`config.mk`:
```
export PLATFORM = sky130hd
export DESIGN_NAME = sd_serializer
export DESIGN_NICKNAME = d
export VERILOG_FILES = /design/src/rtl/sd_serializer.sv
export SDC_FILE = /design/constraint.sdc
export NUM_CORES = 1
export LEC_CHECK = 0
export BUFFER_PORTS_ARGS = -buffer_cell sky130_fd_sc_hd__buf_2
export CAP_MARGIN = 10
export CORE_AREA = 2 2 71 73
export DETAILED_ROUTE_END_ITERATION = 16
export DIE_AREA = 0 0 73 75
export GPL_TIMING_DRIVEN = 0
export MAX_ROUTING_LAYER = met4
export SYNTH_ARGS = -nofsm -noshare
export SYNTH_HDL_FRONTEND = slang
export SYNTH_SLANG_ARGS = --single-unit
```
`constraint.sdc`:
```
create_clock -name clk -period 2.5 [get_ports clk]
set_clock_uncertainty 0.15 [all_clocks]
set_input_delay 0.125 -clock clk [delete_from_list [all_inputs] [get_ports clk]]
set_output_delay 0.125 -clock clk [all_outputs]
set_load 0.02 [all_outputs]
```
`src/rtl/sd_serializer.sv`:
```
// Signed-digit serializer: recodes an N-bit two's-complement operand and emits digits MSB-first, one per cycle.
// Optional NAF_RECODE_EN adds an N-cycle NAF recode pass; without it the operand bits are mapped directly.
module sd_serializer #(
  parameter int N = 16
) (
  input  logic         clk,
  input  logic         reset,
  input  logic         start,
  input  logic [N-1:0] operand,
  input  logic         hold,
  output logic         busy,
  output logic         valid,
  output logic [1:0]   digit,
  output logic         last,
  output logic         done
);

  localparam int PW = (N > 1) ? $clog2(N) : 1;

  typedef enum logic [1:0] {IDLE, RECODE, EMIT, DONE} state_t;

  state_t              state;
  logic [N-1:0][1:0]   dbuf;
  logic [PW-1:0]       p;
  logic                fin;

`ifdef NAF_RECODE_EN
  localparam logic signed [N:0] ONE = (N+1)'(1);

  logic signed [N:0]   x;
  logic signed [N:0]   x_next;
  logic [PW-1:0]       k;
  logic [1:0]          rd;

  // One NAF step: pick the digit that leaves x even, then halve.
  always_comb begin
    rd     = 2'b00;
    x_next = x >>> 1;
    case (x[1:0])
      2'b01: begin
        rd     = 2'b01;
        x_next = (x - ONE) >>> 1;
      end
      2'b11: begin
        rd     = 2'b10;
        x_next = (x + ONE) >>> 1;
      end
      default: ;
    endcase
  end
`else
  logic [N-1:0][1:0]   plain_buf;

  // The sign bit carries weight -2^(N-1); all other set bits are +1.
  always_comb begin
    plain_buf = '0;
    for (int i = 0; i < N; i++) begin
      if (operand[i])
        plain_buf[i] = (i == N-1) ? 2'b10 : 2'b01;
    end
  end
`endif

  always_ff @(posedge clk or negedge reset) begin
    if (!reset) begin
      state <= IDLE;
      busy  <= 1'b0;
      valid <= 1'b0;
      digit <= 2'b00;
      last  <= 1'b0;
      done  <= 1'b0;
      dbuf  <= '0;
      p     <= '0;
      fin   <= 1'b0;
`ifdef NAF_RECODE_EN
      x     <= '0;
      k     <= '0;
`endif
    end else begin
      done <= 1'b0;
      case (state)
        IDLE: begin
          valid <= 1'b0;
          last  <= 1'b0;
          if (start) begin
            busy <= 1'b1;
            fin  <= 1'b0;
            p    <= PW'(N-1);
`ifdef NAF_RECODE_EN
            x     <= {operand[N-1], operand};
            k     <= '0;
            state <= RECODE;
`else
            dbuf  <= plain_buf;
            state <= EMIT;
`endif
          end
        end
`ifdef NAF_RECODE_EN
        RECODE: begin
          dbuf[k] <= rd;
          x       <= x_next;
          if (k == PW'(N-1))
            state <= EMIT;
          else
            k <= k + 1'b1;
        end
`endif
        EMIT: begin
          // fin marks that the weight-2^0 digit has gone out; the next edge closes the frame.
          if (fin) begin
            valid <= 1'b0;
            last  <= 1'b0;
            done  <= 1'b1;
            state <= DONE;
          end else if (hold) begin
            valid <= 1'b0;
            last  <= 1'b0;
          end else begin
            valid <= 1'b1;
            digit <= dbuf[p];
            last  <= (p == '0);
            if (p == '0)
              fin <= 1'b1;
            else
              p <= p - 1'b1;
          end
        end
        DONE: begin
          busy  <= 1'b0;
          state <= IDLE;
        end
        default: state <= IDLE;
      endcase
    end
  end

endmodule

```
After elaboration in Yosys (flattened, before gate mapping)

Index checks and enable logic that the tools add are counted.

Bits in registers: 45
Bits of input ports: 20
Output and inout bits: 6
Logic and storage cells: 86

$add $sub $neg: 1
$lt $le $gt $ge: 1
Equality and inequality tests: 7
Mux-type cells: 41
Bitwise gates (word level): 2
Reductions and logical operators: 10

Operators by type and width:

| kind                | number |
|---|---|
| $mux 1              | 26 |
| $mux 4              | 4 |
| $ne 2x2->1 const B  | 5 |
| $bmux 2 s4          | 1 |
| $mux 2              | 4 |
| $pmux 1 s2          | 4 |
| $pmux 4 s2          | 1 |
| $reduce_and 2->1    | 4 |
| $lt 4x5->1 const B  | 1 |
| $reduce_and 5->1    | 1 |
| $eq 2x2->1 const B  | 2 |
| $logic_not 4->1     | 1 |
| $pmux 2 s2          | 1 |
| $reduce_bool 2->1   | 2 |
| $sub 4x1->4 const B | 1 |
| $reduce_and 3->1    | 1 |
| $logic_not 2->1     | 1 |
| $not 1->1           | 2 |

Logic depth before layout (Yosys ltp)

Depth after elaboration: 5
Mapped depth: 7
Gate-level depth less buffers: 6

Worst setup path before layout

OpenSTA, ideal clock, no wires.

Path type: register to register
From: register p[0]
To: register p[3]
Library setup time: 0.131 ns
Arrival time: 1.912 ns
Required time: 2.219 ns
Setup slack: 0.306 ns
Stages on the path, launching flop included: 8
Buffers on the path: 1
Period minus slack after synthesis: 2.194 ns
Path through: dfrtp_1 > buf_2 > inv_1 > ha_1 > nor3b_2 > o32a_4 > o31a_1 > or3_1

Longest elaborated chain between the ends: 5
Elaborated cells on any way between the ends: 8
Classes of those cells: 1 x add/sub; 1 x eq/ne; 4 x mux; 2 x reduce/logical

RTL lines:

| item                   | RTL line | RTL |
|---|---|---|
| start, declared        | 24       | `logic [PW-1:0] p;` |
| start signal, assigned | 88       | `p <= PW'(N-1);` |
| start signal, assigned | 126      | `p <= p - 1'b1;` |
| $sub 4x1->4            | 126      |  |
| $mux 4                 | 123      | `if (p == '0)` |
| $mux 4                 | 116      | `end else if (hold) begin` |
| $mux 4                 | 111      | `if (fin) begin` |
| $pmux 4 s2             | 81       | `case (state)` |

Several ways; a longest one is shown, not always the timed one. The select of a mux whose other input is x is not followed.
A chain may end at the register's enable or synchronous reset.

Worst setup path in the final report

Same ends and word-level chain as after synthesis.

==> results.json <==
{
  "status": "finished clean",
  "synth-edff-count": 0,
  "power_leakage_nw": 0.834,
  "postCtsSetupBuffers": 0,
  "clk-insertion-delay-late_ns": 0.28,
  "worst_slack_ns": 0.191,
  "rows": 25,
  "cp_max_fo": 10,
  "cts_buffer_depth": 2,
  "synth_top_area_frac": 0.534,
  "syn-instance-count": 108,
  "synth-seq-cells": 29,
  "swShare": 0.347,
  "drc": 0,
  "finalWeightedCongestion": 0.862,
  "p_comb_frac": 0.421,
  "peakVddDrop_uv": 286,
  "worst_pin_slew_ns": 0.729,
  "cp-start-kind": "register",
  "synth_top_cells_by_area": "dfrtp_1 (53%), mux2_2 (15%), mux2i_1 (3.7%)",
  "grt_pass1_wl_mm": 4.67,
  "yosysWarnings": 0,
  "fin_crit_ns": 2.31,
  "dieArea_um2": 5480,
  "worst_ep_required_time_ns": 2.51,
  "cts_root_buf": "clkbuf_8",
  "placed_cells": 187,
  "drt_first_pass_iters": 4,
  "htree_levels": 2,
  "dieHeight_um": 75,
  "drt-total-wl_mm": 2.74,
  "drive_above_1_share": 0.365,
  "n_antenna_cell": 0,
  "post_drt_wl_per_cell_um": 12.9,
  "fin_crit_sh": 0.924,
  "fmax_mhz": 433,
  "seq_area_frac_synth": 0.534,
  "numPortBuffers": 25,
  "clk_pin_slew_ns": 0.06,
  "fin_cells": 213,
  "arrival_ns": 2.32,
  "grt_usage": 0.119,
  "drt_iter0_drc": 49,
  "seqPwrFrac": 0.402,
  "grt-ovfl-total": 0,
  "drv_cap": 0,
  "place_hpwl_mm": 1.91,
  "p_sw_uw": 715,
  "pwr_density_cell_nw_per_um2": 1140,
  "worstSetupPathType": "reg -> reg",
  "vias": 1027,
  "tritoncts": "built",
  "clock-sinks": 29,
  "fp.dieW_um": 73,
  "numCtsBuffers": 5,
  "total_power_mw": 2.06,
  "ant_nets": 0,
  "antenna_found_initial": 0,
  "synth_top_area_cell": "dfrtp_1",
  "maxSlewHeadroom": 0.511,
  "hold_viol_final": 0,
  "nets": 180,
  "p_int_mw": 1.35,
  "setup_violations": 0,
  "end_kind": "register",
  "report.final.slew_viol_count": 0,
  "area_growth_pct": 33.5,
  "grt_pass1_vias": 1046,
  "clock_power_share": 0.177,
  "n_fill_cell": 468,
  "syn_nets": 130,
  "async_flop_share": 1.00,
  "yosys.cell_types.count": 33,
  "pre_cts_slack_ns": 0.138,
  "start_util": 0.292,
  "vias_per_cell": 4.82,
  "rsz0062_at_grt": "false",
  "grt_start_max_net_pins": 30,
  "ios": 26,
  "hp-class": "in -> reg",
  "core_area_um2": 4660,
  "synthFlopType": "dfrtp_1",
  "fin_setup_tns_ns": 0,
  "synth.avg_cell_area_um2": 12.6,
  "hold_slack_ns": 0.0408,
  "syn-cell-area_um2": 1360
}
[Yosys cell counts (2+ instances only)]
cell	count
a21oi_1	3
nor2b_1	3
dfrtp_1	29
and2_1	2
or3_1	2
ha_1	2
buf_4	2
buf_2	2
nor4_1	2
nand2b_1	2
o211ai_1	2
nand2_1	2
mux2i_1	5
inv_1	6
mux2_2	18
o31a_1	2
nor2_1	7
nand4_1	2
[registers in the layout, summed over array words and instances, names as in the netlist]
name	count
state	2
dbuf	16
done	1
digit	2
busy	1
last	1
valid	1
p	4
fin	1
[final timing paths]
path,startpoint,to,slack (ns),cells after the start
worst max-delay path,p[0],p[3],0.19,7
worst min-delay path,hold,fin,0.04,4
worst max register to register,p[0],p[3],0.19,7
worst min register to register,valid,valid,0.32,1
max in group asynchronous,reset,dbuf[4],1.53,2
min in group asynchronous,reset,state[1],0.25,2
[routing by layer]
| metal | up-vias | GRT usage | part of all wire |
|---|---|---|---|
| li1 | 493 | - | - |
| met1 | 502 | 0.130 | 0.46 |
| met2 | 27 | 0.190 | 0.47 |
| met3 | 5 | 0.0415 | 0.054 |
| met4 | 0 | 0.0617 | 0.022 |
| met5 | - | - | 0 |
[cell usage in the layout (no fill, tap or decap), types with 3 or more instances in the layout]
cell type | Yosys | routed
nor2_1 | 7 | 7
a21oi_1 | 3 | 3
mux2_2 | 18 | 18
clkbuf_8 | 0 | 5
buf_2 | 2 | 26
clkbuf_1 | 1 | 4
nor2b_1 | 3 | 3
mux2i_1 | 5 | 5
dfrtp_1 | 29 | 29
dlygate4sd3_1 | 0 | 18
inv_1 | 6 | 6
[repair_timing]
| action | in CTS | in global routing |
|---|---|---|
| resized for setup | 0 | 1 |
| hold buffers | 18 | 0 |
| endpoints found under the setup margin | 0 | 1 |
| endpoints found under the hold margin | 46 | 0 |
[stage by stage]
| stage | utilization | instance area (µm²) |
|---|---|---|
| 2_1_floorplan | - | 1360 |
| 6_report | 0.390 | 1820 |
| 5_1_grt | 0.390 | 1820 |
| 4_1_cts | 0.389 | 1810 |
| 3_3_place_gp | 0.333 | 1550 |
| 3_5_place_dp | 0.333 | 1550 |
[power by group through the flow]
| stage | clock network (mW) | logic [mW] | registers [mW] |
|---|---|---|---|
| 2_1_floorplan | 0 | 0.625 | 0.846 |
| 3_3_place_gp | 0 | 0.827 | 0.826 |
| 3_5_place_dp | 0 | 0.846 | 0.841 |
| 4_1_cts | 0.382 | 0.874 | 0.833 |
| 5_1_grt | 0.398 | 0.973 | 0.865 |
| 6_report | 0.365 | 0.868 | 0.829 |
[kinds of logic (layout without fill, tap and decap cells)]
kind of cell	count (synthesis)	count (layout)	share of synthesized area
and+or+nand+nor	27	27	0.114
adders and majority gates	2	2	0.0184
DFF	29	29	0.534
muxes	24	24	0.202
AOI/OAI and AO/OA	15	15	0.0938
buffers and inverters	11	62	0.0377
[critical path, cell delays in order (launching register included)]
cell and delay, ns:
dfrtp_1 0.37, clkbuf_4 0.23, inv_1 0.10, ha_1 0.19, nor3b_2 0.17, o32a_4 0.40
o31a_1 0.28, or3_1 0.30
[area by class of cell]
class | instances | area (µm²) | share of cell area
Sequential cell | 29 | 726 | 0.400
Multi-Input combinational cell | 68 | 583 | 0.321
Timing Repair Buffer | 43 | 305 | 0.168
Clock buffer | 8 | 80.1 | 0.0441
Tap cell | 54 | 67.6 | 0.0372
Buffer | 5 | 31.3 | 0.0172
Inverter | 6 | 22.5 | 0.0124
No activity file was read; power rests on OpenSTA's default activity.
